===== src/rtl/c1541_flux_decoder_if.sv =====
// Signal bundle between the track stage / drive logic and the flux decoder.
interface c1541_flux_decoder_if;
  logic       flux_in;
  logic [1:0] speed_zone;
  logic       mtr;
  logic       mode;
  logic       soe;
  logic [7:0] data;
  logic       byte_ready;
  logic       sync_n;
  logic       bit_ce;

  modport master (
    output flux_in, speed_zone, mtr, mode, soe,
    input  data, byte_ready, sync_n, bit_ce
  );

  modport slave (
    input  flux_in, speed_zone, mtr, mode, soe,
    output data, byte_ready, sync_n, bit_ce
  );
endinterface


===== src/rtl/c1541_flux_decoder.sv =====
// Recovers bit cells from flux pulses, detects SYNC (ten ones) and frames GCR bytes after it.
module c1541_flux_decoder (
  input  logic                 clk,
  input  logic                 reset,
  c1541_flux_decoder_if.slave  bus
);
  logic       r_flux_q;
  logic [6:0] r_phase;
  logic       r_seen;
  // Only the nine most recent bits plus the incoming one are ever examined.
  logic [8:0] r_shift;
  logic [2:0] r_bit_count;
  logic [7:0] r_data;
  logic       r_byte_ready;
  logic       r_sync_n;

  logic [7:0] w_cell_len;
  logic [6:0] w_cell_last;
  logic [6:0] w_half_last;
  logic       w_flux_edge;
  logic       w_strobe;
  logic       w_bit;
  logic       w_sync_next;

  // L = 8*(16 - zone): 128, 120, 112, 104.
  assign w_cell_len  = 8'd128 - {3'd0, bus.speed_zone, 3'd0};
  assign w_cell_last = w_cell_len[6:0] - 7'd1;
  assign w_half_last = w_cell_len[7:1] - 7'd1;

  assign w_flux_edge = bus.flux_in & ~r_flux_q;
  assign w_strobe    = bus.mtr & ~w_flux_edge & (r_phase == w_half_last);
  assign w_bit       = r_seen;
  assign w_sync_next = bus.mode & (&{r_shift, w_bit});

  always_ff @(posedge clk or posedge reset) begin
    if (reset) begin
      r_flux_q <= 1'b0;
      r_phase  <= 7'd0;
      r_seen   <= 1'b0;
    end else begin
      r_flux_q <= bus.flux_in;
      if (!bus.mtr) begin
        r_phase <= 7'd0;
        r_seen  <= 1'b0;
      end else if (w_flux_edge) begin
        r_phase <= 7'd0;
        r_seen  <= 1'b1;
      end else begin
        r_phase <= (r_phase == w_cell_last) ? 7'd0 : r_phase + 7'd1;
        if (w_strobe) begin
          r_seen <= 1'b0;
        end
      end
    end
  end

  always_ff @(posedge clk or posedge reset) begin
    if (reset) begin
      r_shift      <= '0;
      r_bit_count  <= 3'd0;
      r_data       <= 8'd0;
      r_byte_ready <= 1'b0;
      r_sync_n     <= 1'b1;
    end else begin
      r_byte_ready <= 1'b0;
      if (!bus.mtr) begin
        r_shift     <= '0;
        r_bit_count <= 3'd0;
        r_sync_n    <= 1'b1;
      end else if (w_strobe) begin
        r_shift  <= {r_shift[7:0], w_bit};
        r_sync_n <= ~w_sync_next;
        // While sync persists the counter is pinned, so the first 0 becomes bit 0 of a byte.
        if (w_sync_next) begin
          r_bit_count <= 3'd0;
        end else if (r_bit_count == 3'd7) begin
          r_data       <= {r_shift[6:0], w_bit};
          r_bit_count  <= 3'd0;
          r_byte_ready <= bus.soe;
        end else begin
          r_bit_count <= r_bit_count + 3'd1;
        end
      end
    end
  end

  assign bus.data       = r_data;
  assign bus.byte_ready = r_byte_ready & bus.mtr;
  assign bus.sync_n     = r_sync_n | ~bus.mode | ~bus.mtr;
  assign bus.bit_ce     = w_strobe;
endmodule

===== src/flat_wrapper.sv =====
// flat-port wrapper written by rule: the top's interface ports become plain ports
module c1541_flux_decoder_flat 
  (clk, reset, bus_flux_in, bus_speed_zone, bus_mtr, bus_mode, bus_soe, bus_data, bus_byte_ready, bus_sync_n, bus_bit_ce);
  c1541_flux_decoder_if bus_i ();
  input  logic clk;
  input  logic reset;
  input wire logic [$bits(bus_i.flux_in)-1:0] bus_flux_in;
  input wire logic [$bits(bus_i.speed_zone)-1:0] bus_speed_zone;
  input wire logic [$bits(bus_i.mtr)-1:0] bus_mtr;
  input wire logic [$bits(bus_i.mode)-1:0] bus_mode;
  input wire logic [$bits(bus_i.soe)-1:0] bus_soe;
  output wire logic [$bits(bus_i.data)-1:0] bus_data;
  output wire logic [$bits(bus_i.byte_ready)-1:0] bus_byte_ready;
  output wire logic [$bits(bus_i.sync_n)-1:0] bus_sync_n;
  output wire logic [$bits(bus_i.bit_ce)-1:0] bus_bit_ce;
  assign bus_i.flux_in = bus_flux_in;
  assign bus_i.speed_zone = bus_speed_zone;
  assign bus_i.mtr = bus_mtr;
  assign bus_i.mode = bus_mode;
  assign bus_i.soe = bus_soe;
  assign bus_data = bus_i.data;
  assign bus_byte_ready = bus_i.byte_ready;
  assign bus_sync_n = bus_i.sync_n;
  assign bus_bit_ce = bus_i.bit_ce;
  c1541_flux_decoder u_core (.clk(clk), .reset(reset), .bus(bus_i));
endmodule

===== config.mk =====
export PLATFORM = sky130hd
export DESIGN_NAME = c1541_flux_decoder_flat
export DESIGN_NICKNAME = d
export VERILOG_FILES = /design/src/rtl/c1541_flux_decoder_if.sv /design/src/rtl/c1541_flux_decoder.sv /design/src/flat_wrapper.sv
export SDC_FILE = /design/constraint.sdc
export NUM_CORES = 1
export LEC_CHECK = 0
export BUFFER_PORTS_ARGS = -buffer_cell sky130_fd_sc_hd__buf_4
export CAP_MARGIN = 0
export CORE_MARGIN = 1.5
export CORE_UTILIZATION = 50
export CTS_CLUSTER_DIAMETER = 40
export CTS_CLUSTER_SIZE = 24
export DETAILED_ROUTE_END_ITERATION = 12
export GPL_ROUTABILITY_DRIVEN = 0
export PLACE_DENSITY = 0.71
export SETUP_SLACK_MARGIN = 0.1
export SYNTH_ARGS = -nofsm -noshare
export SYNTH_HDL_FRONTEND = slang
export SYNTH_SLANG_ARGS = --single-unit

===== constraint.sdc =====
create_clock -name clk -period 5.7 [get_ports clk]
set_input_delay 1.14 -clock clk [delete_from_list [all_inputs] [get_ports clk]]
set_output_delay 1.14 -clock clk [all_outputs]
set_load 0.01 [all_outputs]

==> out/qor.txt <==
Max frequency: 241 MHz
Setup Buffers After CTS: 0
IO Port Bufs: 18
CTS Sinks: 31
Count of cell types in the netlist: 30
Delay-heaviest family, CP: simple AND/OR/NAND/NOR gates
Post-placement cell area: 1610 um^2
R2R Path Start: u_core.r_phase[0]$_DFF_PP0_
Placed insts: 172
Critical path data required time: 4.56 ns
# setup viols final: 0
Reg-to-Reg End: u_core.bus.data[6]$_DFFE_PP0P_
Row cnt: 19
Final Slew Violations: 0
WP data arrival: 3.01 ns
EDFF count, synth: 0
Worst slew pin tran: 0.582 ns
# resized after CTS: 0
Crit path kind: primary input to output port
Number of global-route vias before repair: 944
Largest fanout on the critical path: 14
Worst Hold Margin: 0.466 ns
Synth Cell Area: 1450 um^2
Seq/Total Area, Yosys: 53.5%
Drt pass-1 iters: 4
Leakage: 0.855 nW
Yosys reg bits: 31
Die area: 3230 um^2
CTS tree: built
Peak supply drop: 224 uV
Detail Route Antenna Nets: 0
Final min period: 4.15 ns
Starting Density: 52.6%
Die Wd: 56.9 um
Fillers: 229
Most common cell after layout, fill and taps aside: dfrtp_1
Root Driver: clkbuf_4
Vias: 973
Fin cells: 180
DRT iter0 DRCs: 19
Synth warn: 0
Multi-input gate area: 596 um^2
Clk pin slew, worst setup/hold paths: 0.08 ns
Global-route usage over all layers: 17.4%
TritonCTS buffer count: 5
Hold Path Stages: 1
Grt ovf: 0
Most frequent cells in the layout: 30 x dfrtp_1, 19 x buf_4, 14 x inv_1
Pwr Density: 233 nW/um^2
Initial antenna violation count: 0
Primary FF master, synth: dfrtp_1
Vias per std cell: 5.41
Worst reg2reg setup slack: 3.52 ns
Number of max-cap violations: 0
Die H: 56.9 um
Average wire per standard cell: 13.5 um
Crit end category: output port
Setup TNS: 0 ns
Worst min path class: flop to flop
Wirelength, routed: 2.43 mm
Storage cell area: 777 um^2
# diodes: 0
Fin Clk Skew: 0.00934 ns
CORE AREA: 2760 um^2
Top-Level Pins: 19
Dpl hpwl: 1.75 mm
Synthesized netlist net count: 139
RSZ-0062 raised after global routing: false
Max Root-Sink Buffers: 2
Global-route wire length before repair: 4.22 mm
Crit share post-route: 72.8%
Final hold vios: 0
Residual DRC: 0
Crit-path cells: buf_4, inv_1, ha_1, xnor3_1, or3_4, or2_2, inv_1, buf_4
Min-delay src: u_core.r_phase[0]$_DFF_PP0_
Design area: 1680 um^2
Startpoint Class: primary input
CP Buf/Inv Count: 4
Async S/R FF share, synth: 100%
Slowest stage cell, crit path: or2_2
CP max stage delay: 0.46 ns
Slew headroom: 60.9%
# H-tree levels: 2
Hold EP: u_core.r_phase[0]$_DFF_PP0_
R2r worst-path depth: 5
Status: finished, final reports clean
CTS Hold Bufs: 0
Share of layout cells above drive strength 1: 24.8%
Area grow syn2layout: 15.4%
Maximum number of pins on one net before global-route repair: 32
Clock Latency Late Sink: 0.33 ns
Final net count: 160
Cells after synthesis: 127
Mean Syn Cell Area: 11.4 um^2
==> synthesized netlist by cell type (2+ instances only) <==
library cell | instances | area share [%]
dfrtp_1 | 30 | 52
inv_1 | 14 | 3.6
nand2_1 | 13 | 3.4
nor2_1 | 10 | 2.6
mux2i_1 | 9 | 6.2
xnor2_1 | 7 | 4.2
mux2_2 | 6 | 4.7
ha_1 | 4 | 3.4
nand3_1 | 4 | 1.4
a32o_1 | 3 | 2.1
clkbuf_1 | 3 | 0.78
buf_4 | 2 | 1.0
mux2_1 | 2 | 1.6
nand4_1 | 2 | 0.86
nor3_1 | 2 | 0.69
xor2_1 | 2 | 1.2
==> worst reg2reg max path, delay by kind of cell, from the launching register on <==
| family | cells | cell delay [ns] |
|---|---|---|
| muxes | 1 | 0.40 |
| and+or+nand+nor | 3 | 1.07 |
| adders and majority gates | 1 | 0.23 |
| DFF | 1 | 0.38 |
==> metal layers <==
metal	track usage [%]	share of wire [%]	vias to the layer above	routed length [um]
li1	-	-	463	-
met1	22.8	47	484	1150
met2	25.7	46	19	1110
met3	7.14	4.7	7	115
met4	6.98	2.1	0	51
met5	0	0	-	0
==> cell families (layout without fill, tap and decap cells) <==
kind of cell | after synthesis | in the layout | synth area share (%)
flip-flops | 31 | 31 | 53.5
adder cells (fa/ha/maj) | 4 | 4 | 3.45
buffers and inverters | 19 | 41 | 5.43
AND/OR/NAND/NOR | 40 | 40 | 14.6
AO/OA/AOI/OAI | 6 | 6 | 3.62
multiplexers | 17 | 17 | 12.4
XOR/XNOR | 10 | 10 | 6.98
==> flip-flops by register name (all words and copies together) (netlist names) <==
register / cells
u_core.r_seen: 1
u_core.bus.data: 8
u_core.r_sync_n: 1
u_core.r_byte_ready: 1
u_core.r_shift: 9
u_core.r_flux_q: 1
u_core.r_bit_count: 3
u_core.r_phase: 7
==> stage by stage <==
step	setup slack, ns	total power [mW]	utilization [%]
after floorplan	1.57	0.244	-
after global placement	1.58	0.250	58.3
after detailed placement	1.54	0.251	58.3
after CTS	1.53	0.397	60.8
after global routing	1.47	0.408	60.8
final	1.55	0.391	60.8
==> worst max-delay path by stage <==
| stage | startpoint | endpoint | slack (ns) | cells past startpoint |
|---|---|---|---|---|
| after floorplan | bus_speed_zone[0] | bus_bit_ce | 1.57 | 9 |
| after global placement | bus_speed_zone[0] | bus_bit_ce | 1.58 | 8 |
| after detailed placement | bus_speed_zone[0] | bus_bit_ce | 1.54 | 8 |
| after CTS | bus_speed_zone[0] | bus_bit_ce | 1.53 | 8 |
| after global routing | bus_speed_zone[0] | bus_bit_ce | 1.47 | 8 |
| final | bus_speed_zone[0] | bus_bit_ce | 1.55 | 8 |
==> final cells by class <==
class	count	area share [%]
Clock buffer	8	4.11
Multi-Input combinational cell	77	35.5
Inverter	14	3.14
Sequential cell	31	46.4
Tap cell	31	2.32
Timing Repair Buffer	19	8.51
==> power breakdown <==
part / leakage (nW) / internal [mW] / switching [mW]
Sequential: 0.425 / 0.222 / 0.00153
Clock: 0.0386 / 0.0725 / 0.0721
Combinational: 0.392 / 0.0103 / 0.0124
Total: 0.855 / 0.305 / 0.0861
Power figures use the tool's default switching activity.
